--- config.mk ---
export PLATFORM = sky130hd
export DESIGN_NAME = period_meter
export DESIGN_NICKNAME = d
export VERILOG_FILES = /design/src/rtl/period_meter_pkg.sv /design/src/rtl/period_meter_sync_edge_detect.sv /design/src/rtl/period_meter.sv
export SDC_FILE = /design/constraint.sdc
export NUM_CORES = 1
export LEC_CHECK = 0
export ABC_AREA = 0
export BUFFER_PORTS_ARGS = -buffer_cell sky130_fd_sc_hd__buf_2
export CORE_ASPECT_RATIO = 0.75
export CORE_MARGIN = 4
export CORE_UTILIZATION = 55
export CTS_BUF_LIST = sky130_fd_sc_hd__clkbuf_8
export CTS_CLUSTER_DIAMETER = 200
export DETAILED_ROUTE_END_ITERATION = 8
export PLACE_DENSITY = 0.78
export SYNTH_ARGS = -nofsm -noshare
export SYNTH_HDL_FRONTEND = slang
export SYNTH_SLANG_ARGS = --single-unit
--- constraint.sdc ---
create_clock -name clk -period 2.9 [get_ports clk]
set_input_delay 0.87 -clock clk [delete_from_list [all_inputs] [get_ports clk]]
set_output_delay 0.87 -clock clk [all_outputs]
set_load 0.02 [all_outputs]
--- src/rtl/period_meter_pkg.sv ---
// Shared definitions for the period meter.
//   PM_CNT_W    : default counter/output width
//   pm_state_e  : measurement FSM states
//   div_est()   : equivalent divider setting from a period, (p >> 1) - 1 saturating at 0
package period_meter_pkg;

  localparam int unsigned PM_CNT_W = 16;

  typedef enum logic [1:0] {
    IDLE    = 2'd0,
    ARMED   = 2'd1,
    MEASURE = 2'd2
  } pm_state_e;

  // Evaluated at 32 bits so any counter width up to 32 can use it.
  function automatic logic [31:0] div_est(input logic [31:0] p);
    if (p < 32'd2) return 32'd0;
    return (p >> 1) - 32'd1;
  endfunction

endpackage

--- src/rtl/period_meter_sync_edge_detect.sv ---
// Two-flop synchronizer for an asynchronous input plus one edge-history flop.
// Ports:
//   clk    : system clock
//   rst_n  : asynchronous reset, active-low
//   sig_i  : asynchronous input
//   rise_o : one-cycle pulse after a synchronized 0->1 transition
//   fall_o : one-cycle pulse after a synchronized 1->0 transition
module period_meter_sync_edge_detect (
  input  logic clk,
  input  logic rst_n,
  input  logic sig_i,
  output logic rise_o,
  output logic fall_o
);

  logic s1_q, s2_q, s3_q;

  always_ff @(posedge clk or negedge rst_n) begin
    if (!rst_n) begin
      s1_q <= 1'b0;
      s2_q <= 1'b0;
      s3_q <= 1'b0;
    end else begin
      s1_q <= sig_i;
      s2_q <= s1_q;
      s3_q <= s2_q;
    end
  end

  assign rise_o = s2_q & ~s3_q;
  assign fall_o = ~s2_q & s3_q;

endmodule

--- src/rtl/period_meter.sv ---
// Measures a slow input in clk cycles: rise-to-rise period, rise-to-fall high
// time and the equivalent divider setting (period/2 - 1).
// Ports:
//   clk        : system clock
//   rst_n      : asynchronous reset, active-low
//   sigIn      : measured signal, asynchronous to clk
//   period     : cycles between the last two detected rising edges
//   highTime   : cycles from that rising edge to its falling edge (0 if none)
//   divisorEst : (period >> 1) - 1, saturating at 0
//   measValid  : one-cycle pulse when the three results update
//   locked     : two consecutive periods within LOCK_TOL
//   timeout    : sticky, set when no rise arrives within MAX_PERIOD cycles
module period_meter
  import period_meter_pkg::*;
#(
  parameter int unsigned CNT_W      = PM_CNT_W,
  parameter int unsigned MAX_PERIOD = 65535,
  parameter int unsigned LOCK_TOL   = 1
) (
  input  logic             clk,
  input  logic             rst_n,
  input  logic             sigIn,
  output logic [CNT_W-1:0] period,
  output logic [CNT_W-1:0] highTime,
  output logic [CNT_W-1:0] divisorEst,
  output logic             measValid,
  output logic             locked,
  output logic             timeout
);

  localparam logic [CNT_W-1:0] MAX_CNT = CNT_W'(MAX_PERIOD);
  localparam logic [CNT_W:0]   TOL     = (CNT_W+1)'(LOCK_TOL);

  logic rise, fall;

  period_meter_sync_edge_detect u_sync (
    .clk    (clk),
    .rst_n  (rst_n),
    .sig_i  (sigIn),
    .rise_o (rise),
    .fall_o (fall)
  );

  pm_state_e        state_q, state_d;
  logic [CNT_W-1:0] cnt_q, cnt_d;
  logic [CNT_W-1:0] hi_q, hi_d;
  logic [CNT_W-1:0] prev_q, prev_d;
  logic             prev_vld_q, prev_vld_d;
  logic [CNT_W-1:0] period_q, period_d;
  logic [CNT_W-1:0] high_q, high_d;
  logic [CNT_W-1:0] div_q, div_d;
  logic             meas_q, meas_d;
  logic             locked_q, locked_d;
  logic             timeout_q, timeout_d;

  // Unsigned distance between this period and the previous one, one bit wider
  // so the subtraction cannot wrap.
  logic [CNT_W:0] cnt_x, prev_x, diff;
  assign cnt_x  = {1'b0, cnt_q};
  assign prev_x = {1'b0, prev_q};
  assign diff   = (cnt_x >= prev_x) ? (cnt_x - prev_x) : (prev_x - cnt_x);

  // State register
  always_ff @(posedge clk or negedge rst_n) begin
    if (!rst_n) state_q <= IDLE;
    else        state_q <= state_d;
  end

  // Next-state logic; a rise on the MAX_PERIOD cycle still counts as a period.
  always_comb begin
    state_d = state_q;
    unique case (state_q)
      IDLE:           if (rise) state_d = ARMED;
      ARMED, MEASURE: begin
        if (rise)                  state_d = MEASURE;
        else if (cnt_q == MAX_CNT) state_d = IDLE;
      end
      default:        state_d = IDLE;
    endcase
  end

  // Counter, captures and status outputs
  always_comb begin
    cnt_d      = cnt_q;
    hi_d       = hi_q;
    prev_d     = prev_q;
    prev_vld_d = prev_vld_q;
    period_d   = period_q;
    high_d     = high_q;
    div_d      = div_q;
    meas_d     = 1'b0;
    locked_d   = locked_q;
    timeout_d  = timeout_q;
    unique case (state_q)
      IDLE: begin
        cnt_d = '0;
        if (rise) begin
          cnt_d     = CNT_W'(1);
          hi_d      = '0;
          timeout_d = 1'b0;
        end
      end
      ARMED, MEASURE: begin
        if (cnt_q != MAX_CNT) cnt_d = cnt_q + 1'b1;
        if (fall) hi_d = cnt_q;
        if (rise) begin
          period_d   = cnt_q;
          high_d     = hi_q;
          div_d      = CNT_W'(div_est(32'(cnt_q)));
          meas_d     = 1'b1;
          locked_d   = prev_vld_q && (diff <= TOL);
          prev_d     = cnt_q;
          prev_vld_d = 1'b1;
          cnt_d      = CNT_W'(1);
          // Cleared so a period with no falling edge reports highTime 0.
          hi_d       = '0;
        end else if (cnt_q == MAX_CNT) begin
          cnt_d      = '0;
          timeout_d  = 1'b1;
          locked_d   = 1'b0;
          prev_vld_d = 1'b0;
        end
      end
      default: cnt_d = '0;
    endcase
  end

  always_ff @(posedge clk or negedge rst_n) begin
    if (!rst_n) begin
      cnt_q      <= '0;
      hi_q       <= '0;
      prev_q     <= '0;
      prev_vld_q <= 1'b0;
      period_q   <= '0;
      high_q     <= '0;
      div_q      <= '0;
      meas_q     <= 1'b0;
      locked_q   <= 1'b0;
      timeout_q  <= 1'b0;
    end else begin
      cnt_q      <= cnt_d;
      hi_q       <= hi_d;
      prev_q     <= prev_d;
      prev_vld_q <= prev_vld_d;
      period_q   <= period_d;
      high_q     <= high_d;
      div_q      <= div_d;
      meas_q     <= meas_d;
      locked_q   <= locked_d;
      timeout_q  <= timeout_d;
    end
  end

  assign period     = period_q;
  assign highTime   = high_q;
  assign divisorEst = div_q;
  assign measValid  = meas_q;
  assign locked     = locked_q;
  assign timeout    = timeout_q;

endmodule
# --- Word-level counts from Yosys, hierarchy flattened ---
# Cells that the tools add are included.
op_classes:
  mux: 28
  add_sub_neg: 4
  n_eq_ne: 10
  bitwise: 4
  reduce_logical: 10
  magnitude_cmp: 3
op_table:
  columns: ["operator", "n"]
  rows:
  - ["16-bit two-way mux", 8]
  - ["16-bit one-hot mux with 2 select lines", 2]
  - ["16-bit by 16-bit subtractor with 17-bit output", 2]
  - ["17-bit by 1-bit less-or-equal comparator with 1-bit output, second input constant", 1]
  - ["17-bit two-way mux", 1]
  - ["16-bit by 1-bit adder with 16-bit output, second input constant", 1]
  - ["16-bit == test, second input constant", 1]
  - ["16-bit >= comparator", 1]
  - ["16-bit by 2-bit less-than comparator with 1-bit output, second input constant", 1]
  - ["16-bit != test, second input constant", 1]
  - ["15-bit by 1-bit subtractor with 16-bit output, second input constant", 1]
  - ["1-bit two-way mux", 12]
  - ["2-bit two-way mux", 3]
  - ["2-bit != test, second input constant", 3]
  - ["3-bit != test, second input constant", 2]
  - ["2-bit AND reduction", 3]
  - ["4-bit != test, second input constant", 1]
  - ["2-bit one-hot mux with 2 select lines", 1]
  - ["4-bit AND reduction", 1]
  - ["2-bit nonzero test", 2]
  - ["3-bit AND reduction", 1]
  - ["1-bit bitwise AND", 2]
  - ["2-bit by 1-bit == test with 1-bit output, second input constant", 1]
  - ["2-bit == test, second input constant", 1]
  - ["5 further kinds", 6]
word_totals:
  register_bits: 89

# --- Depth between registers and ports, before layout ---
depth:
  ltp_word: 5
  ltp_mapped: 13

# --- By module ---
# From an unflattened synthesis, not the netlist that was laid out.
hier_totals:
  cells_unflattened: 611
  area_unflattened_um2: 5555.3
modules_own_cells:
  columns: ["module", "cells_each", "area_per_inst_um2", "instances", "seq_area_each_um2"]
  rows:
  - ["period_meter", 606, 5465.2, 1, 2127.0]
  - ["period_meter_sync_edge_detect", 5, 90.1, 1, 75.1]

# --- Worst setup path before layout ---
# OpenSTA, ideal clock, no wires.
synth_timing:
  path_type: "register to register"
  startpoint: "register period[1] (netlist name)"
  endpoint: "register locked_q, in the netlist locked"
  t_arrival_ns: 2.623
  stages_incl_launch_ff: 12
  path_slack_ns: 0.185
  cell_sequence: "dfrtp_1 inv_1 ha_1 nor2b_1 o2111ai_1 and4b_4 o31a_4 o21a_1 mux2i_1 xnor2_1 nand3_1 o31ai_2"
synth_rtl:
  columns: ["element", "line_no", "text"]
  rows:
  - ["to (signal assigned)", "period_meter.sv:149", "locked_q <= locked_d;"]
  - ["to (decl)", "period_meter.sv:53", "logic locked_q, locked_d;"]

# --- Worst setup path in the final report ---
layout_timing:
  startpoint: "register cnt_q[1]"
  endpoint: "register locked_q, in the netlist locked"
layout_via:
  elab_chain_len: 5
layout_lines:
  columns: ["element", "line_no", "text"]
  rows:
  - ["from (decl)", "period_meter.sv:45", "logic [CNT_W-1:0] cnt_q, cnt_d;"]
  - ["from (signal assigned)", "period_meter.sv:141", "cnt_q <= cnt_d;"]
  - ["16-bit by 16-bit subtractor with 17-bit output or 16-bit >= comparator (tied branches)", "period_meter.sv:61", "assign diff = (cnt_x >= prev_x) ? (cnt_x - prev_x) : (prev_x - cnt_x);"]
  - ["17-bit two-way mux", "period_meter.sv:61", null]
  - ["17-bit by 1-bit less-or-equal comparator with 1-bit output", "period_meter.sv:111", "locked_d = prev_vld_q && (diff <= TOL);"]
  - ["1-bit logical AND", "period_meter.sv:111", null]
  - ["1-bit two-way mux", "period_meter.sv:106", "if (rise) begin"]
# Several ways; a longest one is shown, not always the timed one.
# A chain may end at the register's enable or synchronous reset.

==> impl_metrics.tcl <==
set metrics [dict create \
    status "finished, final reports clean" \
    synth_top_family_by_area "simple AND/OR/NAND/NOR gates" \
    antenna_left 0 \
    cp_slowest_cell "dfrtp_2" \
    ys_seq_area_share_pct 39.7 \
    tightest_slew_ps 714 \
    crit_arrival_ps 3080 \
    clockBufferDepth 2 \
    ys_ff_latch 88 \
    placedCellCount 817 \
    cp.required_ps 3190 \
    yosys.area_share.simple_pct 18.3 \
    dpl_cell_area_mm2 0.00605 \
    dr_total_vias 4914 \
    clockRootBuffer "clkbuf_8" \
    synth_compound_area_share_pct 17.7 \
    path_class "reg2reg" \
    row_count 31 \
    synthArstFlopShare_pct 100 \
    rr_endpoint "locked$_DFFE_PN0P_" \
    worst_path_dominant_cell_family "compound AO/OA/AOI/OAI gates" \
    grt_max_degree 57 \
    synth.avg_cell_area_um2 8.69 \
    gp_congestion 1.04 \
    htree_levels 3 \
    dieArea_mm2 0.0118 \
    cts_made_buffers 9 \
    drive_gt1_share_pct 20.0 \
    yosysUniqueCellTypes 61 \
    antenna_found_initial 0 \
    synthAdderAreaFrac_pct 9.28 \
    instances_no_fill 833 \
    period_minus_slack_ps 2800 \
    io_pins 54 \
    antennaDiodeCount 0 \
    critPathCapture "locked$_DFFE_PN0P_" \
    nNetsFinal 739 \
    port_buffers 52 \
    power.leakage_nw 3.15 \
    tns_ps 0 \
    reg2reg_depth 10 \
    synth_area_mm2 0.00555 \
    finalPower_mw 5.63 \
    syn_inst 639 \
    max_stage_delay_ps 450 \
    finalHoldViolations 0 \
    setup_viol 0 \
    synthMuxAreaShare_pct 3.61 \
    overflow 0 \
    grt_pass1_vias 4610 \
    grt_first_pass_wirelength_um 22900 \
    worstSkewPairLatency_ps 370 \
    clock-sinks 88 \
    min_path_type "reg2reg" \
    cp_num_buf_inv 0 \
    die_x_um 124 \
    die_y_um 95.0 \
    drc 0 \
    synth_ff_type "dfrtp_1" \
    powerDensity_mw_per_mm2 894 \
    fin_crit_sh_pct 96.4 \
    cp.depth 10 \
    synth-xor-area-share_pct 5.36 \
    clk_pin_slew_ps 80 \
    cts_hold_buf 0 \
    core_area_mm2 0.00974 \
    grt_use_total_pct 24.9 \
    end_kind "register" \
    synth_edf_count 0 \
    syn-num-nets 682 \
    crit_fanout 5 \
    start_kind "register" \
    startpoint "cnt_q[1]$_DFFE_PN0P_" \
    drv_slew 0 \
    peakVddDrop_mv 0.608 \
    vias_per_cell 5.90 \
    rrSetupSlack_ps 100 \
    dp.final_hpwl_um 10700 \
    final_area_mm2 0.00630 \
    dr.pass1.iters 5 \
    yosys_warnings 0 \
    maxCapViolCount 0 \
    path_cells "ha_1 -> nor2b_2 -> o2111ai_1 -> and4b_4 -> o31a_4 -> and2b_1 -> nor2_1 -> o211ai_1 -> nand3_1 -> o31ai_2" \
    max_freq_mhz 358 \
    wirelength_um 14000 \
    max_slew_margin_pct 52.4 \
    area_growth_pct 13.5 \
    worst_r2r_startpoint "cnt_q[1]$_DFFE_PN0P_" \
    dr.first_iter.drc_count 394 \
    fin_worst_skew_ps 7.77 \
    initial_core_util_pct 57.0 \
    cts_tree "built" \
    wl_per_cell_um 16.8 \
    post-cts-setup-buffers 0 \
]
## flip-flops by register name, indices dropped and copies added (netlist names), 2 cells and up
| name | count |
|---|---|
| cnt_q | 16 |
| divisorEst | 15 |
| hi_q | 16 |
| highTime | 16 |
| period | 16 |
| state_q | 2 |
## cell type report
cell class	instances	area [µm²]
multi-input cells	470	3080
repair buffers	82	500
clock inverters	5	31.3
clock buffers	11	151
inverters	45	169
flip-flops and latches	88	2200
well taps	132	165
fillers	825	3430
## metal layers
metal,part of all wire (%),track usage (%),wire (µm)
met3,7.7,5.34,1080
met5,0,0,0
met1,45,35.9,6250
met4,1.4,5.47,194
met2,46,38.7,6490
## stage by stage
stage	utilization, %	worst slack, ps	hold slack [ps]
after floorplan	-	185	331
after global routing	64.7	-68.0	375
final	64.7	103	358
after global placement	62.2	122	341
after CTS	64.1	38.0	360
after detailed placement	62.2	77.5	340
## repair_timing
item                                    CTS  global route
endpoints found under the hold margin     0             0
endpoints found under the setup margin    0             1
gates resized for setup                   0            19
## worst min-delay path by stage
stage               cells after the start  slack, ps                    end                  start
finish                                  0        360  u_sync.s2_q$_DFF_PN0_  u_sync.s1_q$_DFF_PN0_
global route                            0        370  u_sync.s2_q$_DFF_PN0_  u_sync.s1_q$_DFF_PN0_
CTS                                     0        360  u_sync.s2_q$_DFF_PN0_  u_sync.s1_q$_DFF_PN0_
detailed placement                      0        340  u_sync.s2_q$_DFF_PN0_  u_sync.s1_q$_DFF_PN0_
global placement                        0        340  u_sync.s2_q$_DFF_PN0_  u_sync.s1_q$_DFF_PN0_
floorplan                               0        330  u_sync.s2_q$_DFF_PN0_  u_sync.s1_q$_DFF_PN0_
## cell families (layout without fill, tap and decap cells)
| group | Yosys count | in the layout |
|---|---|---|
| fa+ha+maj | 40 | 40 |
| mux | 18 | 18 |
| simple gates | 222 | 222 |
| xor+xnor | 34 | 34 |
| other cells | 1 | 1 |
| compound gates | 155 | 155 |
| flops | 88 | 88 |
| buf+inv | 81 | 143 |
## power by group
group	internal [mW]	leakage (nW)	switching (mW)
logic	1.35	1.84	1.98
registers	1.40	1.20	0.107
clock network	0.357	0.101	0.433
total	3.11	3.15	2.52
## cell usage in the layout, fill, tap and decap left out, types with 3 or more instances in the layout
cell type  synthesis  layout
buf_4              2      30
buf_2              5      51
clkbuf_8           0      11
o21bai_1           3       3
nand2_1           95      95
ha_1              38      36
dfrtp_1           88      87
a31oi_1            5       5
nand3_1           30      29
a211oi_1           4       3
nor2_1            43      43
o2111ai_1          3       3
o31ai_1            9       8
mux2_2            16      16
nor3_1            12      12
o21ai_1            1       3
nand2b_1           4       4
nor2b_1            5       4
a21oi_2            1       3
nand4_1            7       7
o21ai_0           53      51
inv_1             45      46
a211o_1            3       3
and3_1             4       4
a21o_1             6       6
nor4_1             7       6
xor2_1             4       4
a21oi_1           41      39
xnor2_1           30      30
## synth_stat cells (all sizes together) (3+ instances only)
cell,number,area share (%)
o2111ai,3,0.47
a211o,3,0.47
nor2,43,2.9
inv,45,3.0
or3,3,0.34
clkbuf,25,1.7
o21ai,55,5.0
nor3,12,1.1
a21oi,42,3.9
a31oi,5,0.56
a211oi,4,0.54
buf,11,1.3
nor4,7,0.79
nand2,95,6.4
o21bai,3,0.41
o21a,3,0.41
o31ai,10,1.4
dfrtp,88,40
nor2b,5,0.56
nand2b,4,0.45
xnor2,30,4.7
mux2,16,3.2
xor2,4,0.63
ha,38,8.6
nand3,30,2.7
a21o,6,0.81
and3,4,0.45
o31a,3,0.63
nand4,7,0.79
## worst reg2reg max path: cells and delay by family, from the launching register on
kind                       cells  cell delay [ps]
AOI/OAI and AO/OA              4             1070
and+or+nand+nor                5              880
DFF                            1              450
adders and majority gates      1              310
(Power assumes the default switching activity.)
